--- config.mk ---
export PLATFORM = sky130hd
export DESIGN_NAME = fetch_stage_bpred_flat
export DESIGN_NICKNAME = d
export VERILOG_FILES = /design/src/rtl/fetch_stage_bpred_pkg.sv /design/src/rtl/fetch_stage_bpred_if.sv /design/src/rtl/fetch_stage_bpred_bht_btb.sv /design/src/rtl/fetch_stage_bpred.sv /design/src/flat_wrapper.sv
export SDC_FILE = /design/constraint.sdc
export NUM_CORES = 1
export LEC_CHECK = 0
export ABC_AREA = 1
export BUFFER_PORTS_ARGS = -buffer_cell sky130_fd_sc_hd__buf_2
export CAP_MARGIN = 20
export CORE_MARGIN = 10
export CORE_UTILIZATION = 38
export CTS_BUF_LIST = sky130_fd_sc_hd__clkbuf_2 sky130_fd_sc_hd__clkbuf_4 sky130_fd_sc_hd__clkbuf_8
export DETAILED_ROUTE_END_ITERATION = 8
export PLACE_DENSITY = 0.92
export SYNTH_ARGS = -nofsm -noshare
export SYNTH_HDL_FRONTEND = slang
export SYNTH_SLANG_ARGS = --single-unit
export TNS_END_PERCENT = 1
--- constraint.sdc ---
create_clock -name clk -period 1.6 [get_ports clk]
set_input_delay 0.16 -clock clk [delete_from_list [all_inputs] [get_ports clk]]
set_output_delay 0.16 -clock clk [all_outputs]
set_load 0.01 [all_outputs]
--- src/rtl/fetch_stage_bpred_pkg.sv ---
// ============================================================================
// Module : fetch_stage_bpred_pkg
// Brief  : Shared constants and 2-bit counter helper for the fetch stage.
// Rev    : 1.0  initial release
// ============================================================================
`default_nettype none

package fetch_stage_bpred_pkg;

    localparam int               XLEN             = 32;
    localparam logic [XLEN-1:0]  RESET_PC_DEFAULT = 32'h0000_0000;

    localparam logic [1:0] CTR_SNT = 2'b00;
    localparam logic [1:0] CTR_WNT = 2'b01;
    localparam logic [1:0] CTR_WT  = 2'b10;
    localparam logic [1:0] CTR_ST  = 2'b11;

    function automatic logic [1:0] ctr_next(input logic [1:0] ctr, input logic taken);
        if (taken) begin
            return (ctr == CTR_ST) ? CTR_ST : ctr + 2'd1;
        end
        return (ctr == CTR_SNT) ? CTR_SNT : ctr - 2'd1;
    endfunction

endpackage

`default_nettype wire

--- src/rtl/fetch_stage_bpred_if.sv ---
// ============================================================================
// Module : fetch_stage_bpred_if
// Brief  : Hazard/EX control, instruction memory and IF/ID signals of fetch.
// Rev    : 1.0  initial release
// ============================================================================
`default_nettype none

interface fetch_stage_bpred_if;
    import fetch_stage_bpred_pkg::*;

    logic            stall;
    logic            ex_redirect;
    logic [XLEN-1:0] ex_redirect_pc;
    logic            ex_update;
    logic [XLEN-1:0] ex_pc;
    logic            ex_taken;
    logic [XLEN-1:0] ex_target;
    logic [XLEN-1:0] imem_addr;
    logic [XLEN-1:0] imem_rdata;
    logic [XLEN-1:0] pc_out;
    logic [XLEN-1:0] pc4_out;
    logic [XLEN-1:0] instruction_out;
    logic            prediction_out;

    modport master (
        output stall, ex_redirect, ex_redirect_pc, ex_update, ex_pc, ex_taken,
               ex_target, imem_rdata,
        input  imem_addr, pc_out, pc4_out, instruction_out, prediction_out
    );

    modport slave (
        input  stall, ex_redirect, ex_redirect_pc, ex_update, ex_pc, ex_taken,
               ex_target, imem_rdata,
        output imem_addr, pc_out, pc4_out, instruction_out, prediction_out
    );

endinterface

`default_nettype wire

--- src/rtl/fetch_stage_bpred_bht_btb.sv ---
// ============================================================================
// Module : fetch_stage_bpred_bht_btb
// Brief  : 2-bit-counter BHT plus direct-mapped BTB; lookup on PC, train from EX.
// Rev    : 1.0  initial release
// ============================================================================
`default_nettype none

module fetch_stage_bpred_bht_btb
    import fetch_stage_bpred_pkg::*;
#(
    parameter int BHT_ENTRIES = 64,
    parameter int BTB_ENTRIES = 16
) (
    input  wire logic            clk,
    input  wire logic            rst,
    input  wire logic [XLEN-1:2] lookup_pc_i,
    output logic                 predict_o,
    output logic [XLEN-1:0]      target_o,
    input  wire logic            upd_en_i,
    input  wire logic [XLEN-1:2] upd_pc_i,
    input  wire logic            upd_taken_i,
    input  wire logic [XLEN-1:2] upd_target_i
);

    localparam int BHT_IW  = $clog2(BHT_ENTRIES);
    localparam int BTB_IW  = $clog2(BTB_ENTRIES);
    localparam int TAG_LSB = BTB_IW + 2;

    logic [1:0]            bht_q       [BHT_ENTRIES];
    logic [BTB_ENTRIES-1:0] btb_valid_q;
    logic [XLEN-1:TAG_LSB] btb_tag_q   [BTB_ENTRIES];
    logic [XLEN-1:2]       btb_tgt_q   [BTB_ENTRIES];

    logic [BHT_IW-1:0] w_lk_bht_idx;
    logic [BTB_IW-1:0] w_lk_btb_idx;
    logic [BHT_IW-1:0] w_up_bht_idx;
    logic [BTB_IW-1:0] w_up_btb_idx;
    logic              w_hit;

    assign w_lk_bht_idx = lookup_pc_i[BHT_IW+1:2];
    assign w_lk_btb_idx = lookup_pc_i[BTB_IW+1:2];
    assign w_up_bht_idx = upd_pc_i[BHT_IW+1:2];
    assign w_up_btb_idx = upd_pc_i[BTB_IW+1:2];

    // Lookup reads the registered arrays, so a same-cycle update is not visible.
    assign w_hit     = btb_valid_q[w_lk_btb_idx] &&
                       (btb_tag_q[w_lk_btb_idx] == lookup_pc_i[XLEN-1:TAG_LSB]);
    assign predict_o = w_hit & bht_q[w_lk_bht_idx][1];
    assign target_o  = {btb_tgt_q[w_lk_btb_idx], 2'b00};

    always_ff @(posedge clk) begin
        if (!rst) begin
            for (int i = 0; i < BHT_ENTRIES; i++) begin
                bht_q[i] <= CTR_WNT;
            end
        end else if (upd_en_i) begin
            bht_q[w_up_bht_idx] <= ctr_next(bht_q[w_up_bht_idx], upd_taken_i);
        end
    end

    always_ff @(posedge clk) begin
        if (!rst) begin
            btb_valid_q <= '0;
        end else if (upd_en_i && upd_taken_i) begin
            btb_valid_q[w_up_btb_idx] <= 1'b1;
        end
    end

    // Tag/target payload needs no reset: it is only observed through a valid bit.
    always_ff @(posedge clk) begin
        if (rst && upd_en_i && upd_taken_i) begin
            btb_tag_q[w_up_btb_idx] <= upd_pc_i[XLEN-1:TAG_LSB];
            btb_tgt_q[w_up_btb_idx] <= upd_target_i;
        end
    end

endmodule

`default_nettype wire

--- src/rtl/fetch_stage_bpred.sv ---
// ============================================================================
// Module : fetch_stage_bpred
// Brief  : RV32I fetch stage: PC register, next-PC mux, optional dynamic
//          predictor enabled by macro FETCH_BPRED_EN.
// Rev    : 1.0  initial release
// ============================================================================
`default_nettype none

module fetch_stage_bpred
    import fetch_stage_bpred_pkg::*;
#(
    parameter logic [XLEN-1:0] RESET_PC    = RESET_PC_DEFAULT,
    parameter int              BHT_ENTRIES = 64,
    parameter int              BTB_ENTRIES = 16
) (
    input  wire logic           clk,
    input  wire logic           rst,
    fetch_stage_bpred_if.slave  bus
);

    logic [XLEN-1:0] pc_q;
    logic [XLEN-1:0] pc_d;
    logic [XLEN-1:0] w_pc4;
    logic            w_pred;
    logic [XLEN-1:0] w_pred_tgt;

    assign w_pc4 = pc_q + 32'd4;

`ifdef FETCH_BPRED_EN
    fetch_stage_bpred_bht_btb #(
        .BHT_ENTRIES (BHT_ENTRIES),
        .BTB_ENTRIES (BTB_ENTRIES)
    ) u_bht_btb (
        .clk          (clk),
        .rst          (rst),
        .lookup_pc_i  (pc_q[XLEN-1:2]),
        .predict_o    (w_pred),
        .target_o     (w_pred_tgt),
        .upd_en_i     (bus.ex_update),
        .upd_pc_i     (bus.ex_pc[XLEN-1:2]),
        .upd_taken_i  (bus.ex_taken),
        .upd_target_i (bus.ex_target[XLEN-1:2])
    );
`else
    assign w_pred     = 1'b0;
    assign w_pred_tgt = w_pc4;
`endif

    // A redirect beats stall so a wrong-path fetch is never held.
    always_comb begin
        pc_d = w_pred ? w_pred_tgt : w_pc4;
        if (bus.stall) begin
            pc_d = pc_q;
        end
        if (bus.ex_redirect) begin
            pc_d = {bus.ex_redirect_pc[XLEN-1:2], 2'b00};
        end
    end

    always_ff @(posedge clk) begin
        if (!rst) begin
            pc_q <= RESET_PC;
        end else begin
            pc_q <= pc_d;
        end
    end

    assign bus.imem_addr       = pc_q;
    assign bus.pc_out          = pc_q;
    assign bus.pc4_out         = w_pc4;
    assign bus.instruction_out = bus.imem_rdata;
    assign bus.prediction_out  = w_pred;

endmodule

`default_nettype wire

--- src/flat_wrapper.sv ---
// flat-port wrapper written by rule: the top's interface ports become plain ports
module fetch_stage_bpred_flat import fetch_stage_bpred_pkg::*;
#(
    parameter logic [XLEN-1:0] RESET_PC    = RESET_PC_DEFAULT,
    parameter int              BHT_ENTRIES = 64,
    parameter int              BTB_ENTRIES = 16
)
  (clk, rst, bus_stall, bus_ex_redirect, bus_ex_redirect_pc, bus_ex_update, bus_ex_pc, bus_ex_taken, bus_ex_target, bus_imem_rdata, bus_imem_addr, bus_pc_out, bus_pc4_out, bus_instruction_out, bus_prediction_out);
  fetch_stage_bpred_if bus_i ();
  input  wire logic clk;
  input  wire logic rst;
  input wire logic [$bits(bus_i.stall)-1:0] bus_stall;
  input wire logic [$bits(bus_i.ex_redirect)-1:0] bus_ex_redirect;
  input wire logic [$bits(bus_i.ex_redirect_pc)-1:0] bus_ex_redirect_pc;
  input wire logic [$bits(bus_i.ex_update)-1:0] bus_ex_update;
  input wire logic [$bits(bus_i.ex_pc)-1:0] bus_ex_pc;
  input wire logic [$bits(bus_i.ex_taken)-1:0] bus_ex_taken;
  input wire logic [$bits(bus_i.ex_target)-1:0] bus_ex_target;
  input wire logic [$bits(bus_i.imem_rdata)-1:0] bus_imem_rdata;
  output wire logic [$bits(bus_i.imem_addr)-1:0] bus_imem_addr;
  output wire logic [$bits(bus_i.pc_out)-1:0] bus_pc_out;
  output wire logic [$bits(bus_i.pc4_out)-1:0] bus_pc4_out;
  output wire logic [$bits(bus_i.instruction_out)-1:0] bus_instruction_out;
  output wire logic [$bits(bus_i.prediction_out)-1:0] bus_prediction_out;
  assign bus_i.stall = bus_stall;
  assign bus_i.ex_redirect = bus_ex_redirect;
  assign bus_i.ex_redirect_pc = bus_ex_redirect_pc;
  assign bus_i.ex_update = bus_ex_update;
  assign bus_i.ex_pc = bus_ex_pc;
  assign bus_i.ex_taken = bus_ex_taken;
  assign bus_i.ex_target = bus_ex_target;
  assign bus_i.imem_rdata = bus_imem_rdata;
  assign bus_imem_addr = bus_i.imem_addr;
  assign bus_pc_out = bus_i.pc_out;
  assign bus_pc4_out = bus_i.pc4_out;
  assign bus_instruction_out = bus_i.instruction_out;
  assign bus_prediction_out = bus_i.prediction_out;
  fetch_stage_bpred #(.RESET_PC(RESET_PC), .BHT_ENTRIES(BHT_ENTRIES), .BTB_ENTRIES(BTB_ENTRIES)) u_core (.clk(clk), .rst(rst), .bus(bus_i));
endmodule
# Word-level counts from Yosys, hierarchy flattened
# Cells that the tools add are included.
# totals
output_inout_bits,129
regBits,32
elab_cells,8
inputBits,134
# op_classes
muxes,2
n_reduce_logical,1
addsub,1
n_eq_ne,1
n_bitwise,1
# op_table
op,n
32-bit 2-to-1 mux,2
"32-bit by 3-bit adder with 32-bit output, second input constant",1
"2-bit by 1-bit inequality test with 1-bit output, second input constant",1
2-bit OR reduction,1
1-bit NOT,1

# Depth between registers and ports, before layout
# logic_depth
depth_word,3
ltp_mapped,10
mapped_depth_nobuf,10

# Worst setup path after synthesis
# OpenSTA, ideal clock, no wires.
# synth_path
path_type,reg2reg
start,reg u_core.pc_q[3] (netlist: u_core.bus.imem_addr[3])
end,reg u_core.pc_q[20] (netlist: u_core.bus.imem_addr[20])
setup_slack_ns,0.008
t_required_ns,1.470
stages_incl_launch_ff,9
synth_period_minus_slack_ns,1.592
n_path_buf,0
setup_time_ns,0.130
t_arrival_ns,1.462
cell_sequence,dfxtp_1 -> ha_1 -> nand3_1 -> nor2_1 -> nand2_1 -> o21ai_0 -> nand2_1 -> a21oi_1 -> nor2_1
# synth_between
elab_chain_cells,3
# synth_lines
element,line_no,rtl
start: declaration,fetch_stage_bpred.sv:21,logic [XLEN-1:0] pc_q;
start signal: assignment,fetch_stage_bpred.sv:64,pc_q <= pc_d;
32-bit by 3-bit adder with 32-bit output,fetch_stage_bpred.sv:27,assign w_pc4 = pc_q + 32'd4;
named net bus_pc4_out[20],flat_wrapper.sv:22,output wire logic [$bits(bus_i.pc4_out)-1:0] bus_pc4_out;
32-bit 2-to-1 mux,fetch_stage_bpred.sv:52,if (bus.stall) begin
32-bit 2-to-1 mux,fetch_stage_bpred.sv:55,if (bus.ex_redirect) begin
# The timed path passes the listed nets, and every way through them passes these cells. The select of a mux whose other input is x is not followed.
# A chain may end at the register's enable or synchronous reset.

# Worst setup path after layout
# layout_path
start,reg u_core.pc_q[2] (netlist: u_core.bus.imem_addr[2])
end,out bus_pc4_out[17]
# layout_between
elab_chain_cells,1
# layout_lines
element,line_no
32-bit by 3-bit adder with 32-bit output,fetch_stage_bpred.sv:27
end: declaration,flat_wrapper.sv:22
# No other way between the ends.

==> metrics.yaml <==
status: "complete, but fails checks"
violations: "negative setup slack"
core-area_um2: 7140
antenna_found_initial: 1
drc: 0
initial_core_util: 0.387
crit_family: "simple AND/OR/NAND/NOR gates"
seq_area_frac_synth: 0.218
finalMaxSlewViolations: 0
critPathBufInv: 4
max_stage_delay_ns: 0.36
drive_gt1_frac: 0.458
root_buffer: "clkbuf_8"
viasPerCell: 4.57
cp_max_fo: 4
hold_viol: 0
p_comb_frac: 0.283
dpl_cell_area_um2: 3210
cts_tree: "yes"
p_per_area_nw_per_um2: 580
fin_crit_sh: 1.16
tightest_slew_ns: 0.576
hold_buffers: 0
vias: 2870
routed_wl_um: 9250
syn_area_um2: 2760
grt.overflow.total: 0
slew_headroom: 0.615
setup_viol: 25
p_leak_nw: 1.82
wl_per_cell_um: 14.7
final.setup_skew_ns: 0.00742
crit_path_top_delay_cell: "dfxtp_2"
irDropWorstVdd_mv: 0.283
required_ns: 1.44
largest_reg_flops: 30
grt_use_total: 0.160
cts.sinks: 30
synth.ff_latch_count: 30
crit_type: "reg2out"
hold_class: "in2reg"
drt_iter0_markers: 117
cts_max_path_buffers: 2
die_y_um: 105
drv_cap: 0
path_clk_slew_ns: 0.06
syn_area_per_cell_um2: 6.40
synth.top_cell.area_share: 0.218
first_pass_iters: 4
fin_crit_ns: 1.86
netlist_instances: 431
rows: 31
fmax_mhz: 539
cp-start-kind: "flip-flop"
syn_to_final_growth_pct: 28.3
placed_cells: 613
synth_top_area_cell: "dfxtp_1"
grt_pass1_vias: 3114
end_kind: "output port"
grt_max_degree: 29
yosys_warnings: 0
p_sw_mw: 0.674
clk_latency_ns: 0.27
grt_pass1_wl_um: 14900
synthTopCellsByArea: "dfxtp_1 22%, buf_4 19%, nand2_1 18%"
crit_chain: "buf_6, inv_4, nor2_4, nand2_4, nor2_4, buf_6, xor2_2, buf_2"
h-tree-depth: 2
rsz0062_at_grt: "yes"
synth.distinct_cells: 25
nFillCells: 750
num_io_pins: 263
portBuffers: 123
critical_path_arrival_ns: 1.70
finalNonFillerCells: 628
p_int_mw: 1.38
swShare: 0.328
final_antenna_net_count: 0
pwr-share-clk: 0.302
cts_made_buffers: 5
seqPwrFrac: 0.415
place.gp.congestion: 0.884
finalWorstSetupSlack_ns: -0.255
fin_nets: 663
final_cell_area_um2: 3540
power.total_mw: 2.05
dieArea_um2: 11100
hpwl_um: 7550
dieWidth_um: 105
post-route-util: 0.496
[cell families (layout without fill, tap and decap cells)]
| group | count (synthesis) | after routing | synth area share |
|---|---|---|---|
| AOI/OAI and AO/OA | 52 | 52 | 0.111 |
| xor gates and xnor gates | 15 | 15 | 0.0667 |
| adders and majority gates | 1 | 1 | 0.00453 |
| buffers and inverters | 129 | 220 | 0.271 |
| DFF | 30 | 30 | 0.218 |
| other | 1 | 8 | 0.00136 |
| and+or+nand+nor | 203 | 203 | 0.327 |
[power groups by stage]
stage	Sequential, mW	Clock (mW)	Combinational (mW)
3_5_place_dp	0.862	0	0.557
4_1_cts	0.851	0.639	0.574
3_3_place_gp	0.859	0	0.544
2_1_floorplan	0.890	0	0.394
6_report	0.853	0.621	0.580
5_1_grt	0.860	0.670	0.643
[Yosys cell counts]
library cell,instances
buf_2,4
a31oi_1,7
nor2_4,10
buf_4,69
clkbuf_1,7
a22o_1,7
dfxtp_1,30
nor2_2,1
nor3_1,1
xor2_1,4
nor2_1,29
ha_1,1
o21ai_0,17
conb_1,1
a21oi_2,3
inv_2,3
nand2_4,2
and2_1,5
xor2_2,7
nand3_1,18
inv_1,46
xnor2_1,4
a21oi_1,18
nand2_1,132
nand2_2,5
[cell type report]
type	instances	area (um^2)	share of cell area
antenna	1	2.50	0.000707
timing repair buffer	164	957	0.270
inverter	49	186	0.0527
clock buffer	7	83.8	0.0237
multi-input combinational	278	1570	0.443
tap	99	124	0.0350
sequential	30	619	0.175
[worst reg2reg max path: cells and delay by family (launching register included)]
kind	cells	cell delay [ns]
AND/OR/NAND/NOR	5	0.58
flip-flops	1	0.36
AO/OA/AOI/OAI	2	0.31
adder cells (fa/ha/maj)	1	0.15
[worst paths after layout]
check | startpoint | endpoint | slack [ns] | cells past startpoint
worst max-delay path | u_core.bus.imem_addr[2] | bus_pc4_out[17] | -0.26 | 8
worst min-delay path | rst | u_core.bus.imem_addr[3] | 0.13 | 3
worst max register to register | u_core.bus.imem_addr[3] | u_core.bus.imem_addr[20] | 0.07 | 8
worst min register to register | u_core.bus.imem_addr[31] | u_core.bus.imem_addr[31] | 0.60 | 4
[metrics by stage]
stage	setup TNS, ns	hold WS [ns]	worst slack [ns]
6_report	-3.94	0.128	-0.255
4_1_cts	-4.51	0.121	-0.258
3_3_place_gp	-0.0102	0.320	-0.0102
2_1_floorplan	0	0.258	0.00794
3_5_place_dp	-0.0423	0.320	-0.0364
5_1_grt	-6.69	0.131	-0.340
[cells in the final DEF (no fill, tap or decap)]
cell / n
buf_4: 37
clkbuf_8: 5
nor2_4: 11
a21oi_1: 18
dfxtp_4: 2
nor3_1: 1
inv_1: 45
buf_6: 7
a22o_1: 7
nor2_2: 9
and2_1: 4
clkbuf_4: 2
inv_2: 3
o21ai_0: 17
nand2_2: 11
nand2_4: 4
nand3_2: 2
conb_1: 7
dfxtp_1: 19
xor2_2: 10
ha_4: 1
nand2_1: 124
a31oi_1: 7
nor2_1: 20
inv_4: 1
dfxtp_2: 9
a21oi_2: 3
and2_4: 1
xnor2_2: 4
diode_2: 1
buf_2: 120
xor2_1: 1
nand3_1: 16
[what timing repair did]
action	4_1_cts	5_1_grt
pin swaps	12	15
endpoints found under the setup margin	27	36
buffers inserted	3	4
resized for setup	25	29
[metal layers]
layer	wire, um	GRT usage	vias to the layer above	part of all wire
met2	4580	0.281	126	0.49
met5	0	0	-	0
met1	3660	0.170	1297	0.40
met4	97	0.0373	0	0.010
met3	918	0.0725	14	0.099
li1	-	-	1433	-
(Power assumes the default switching activity.)
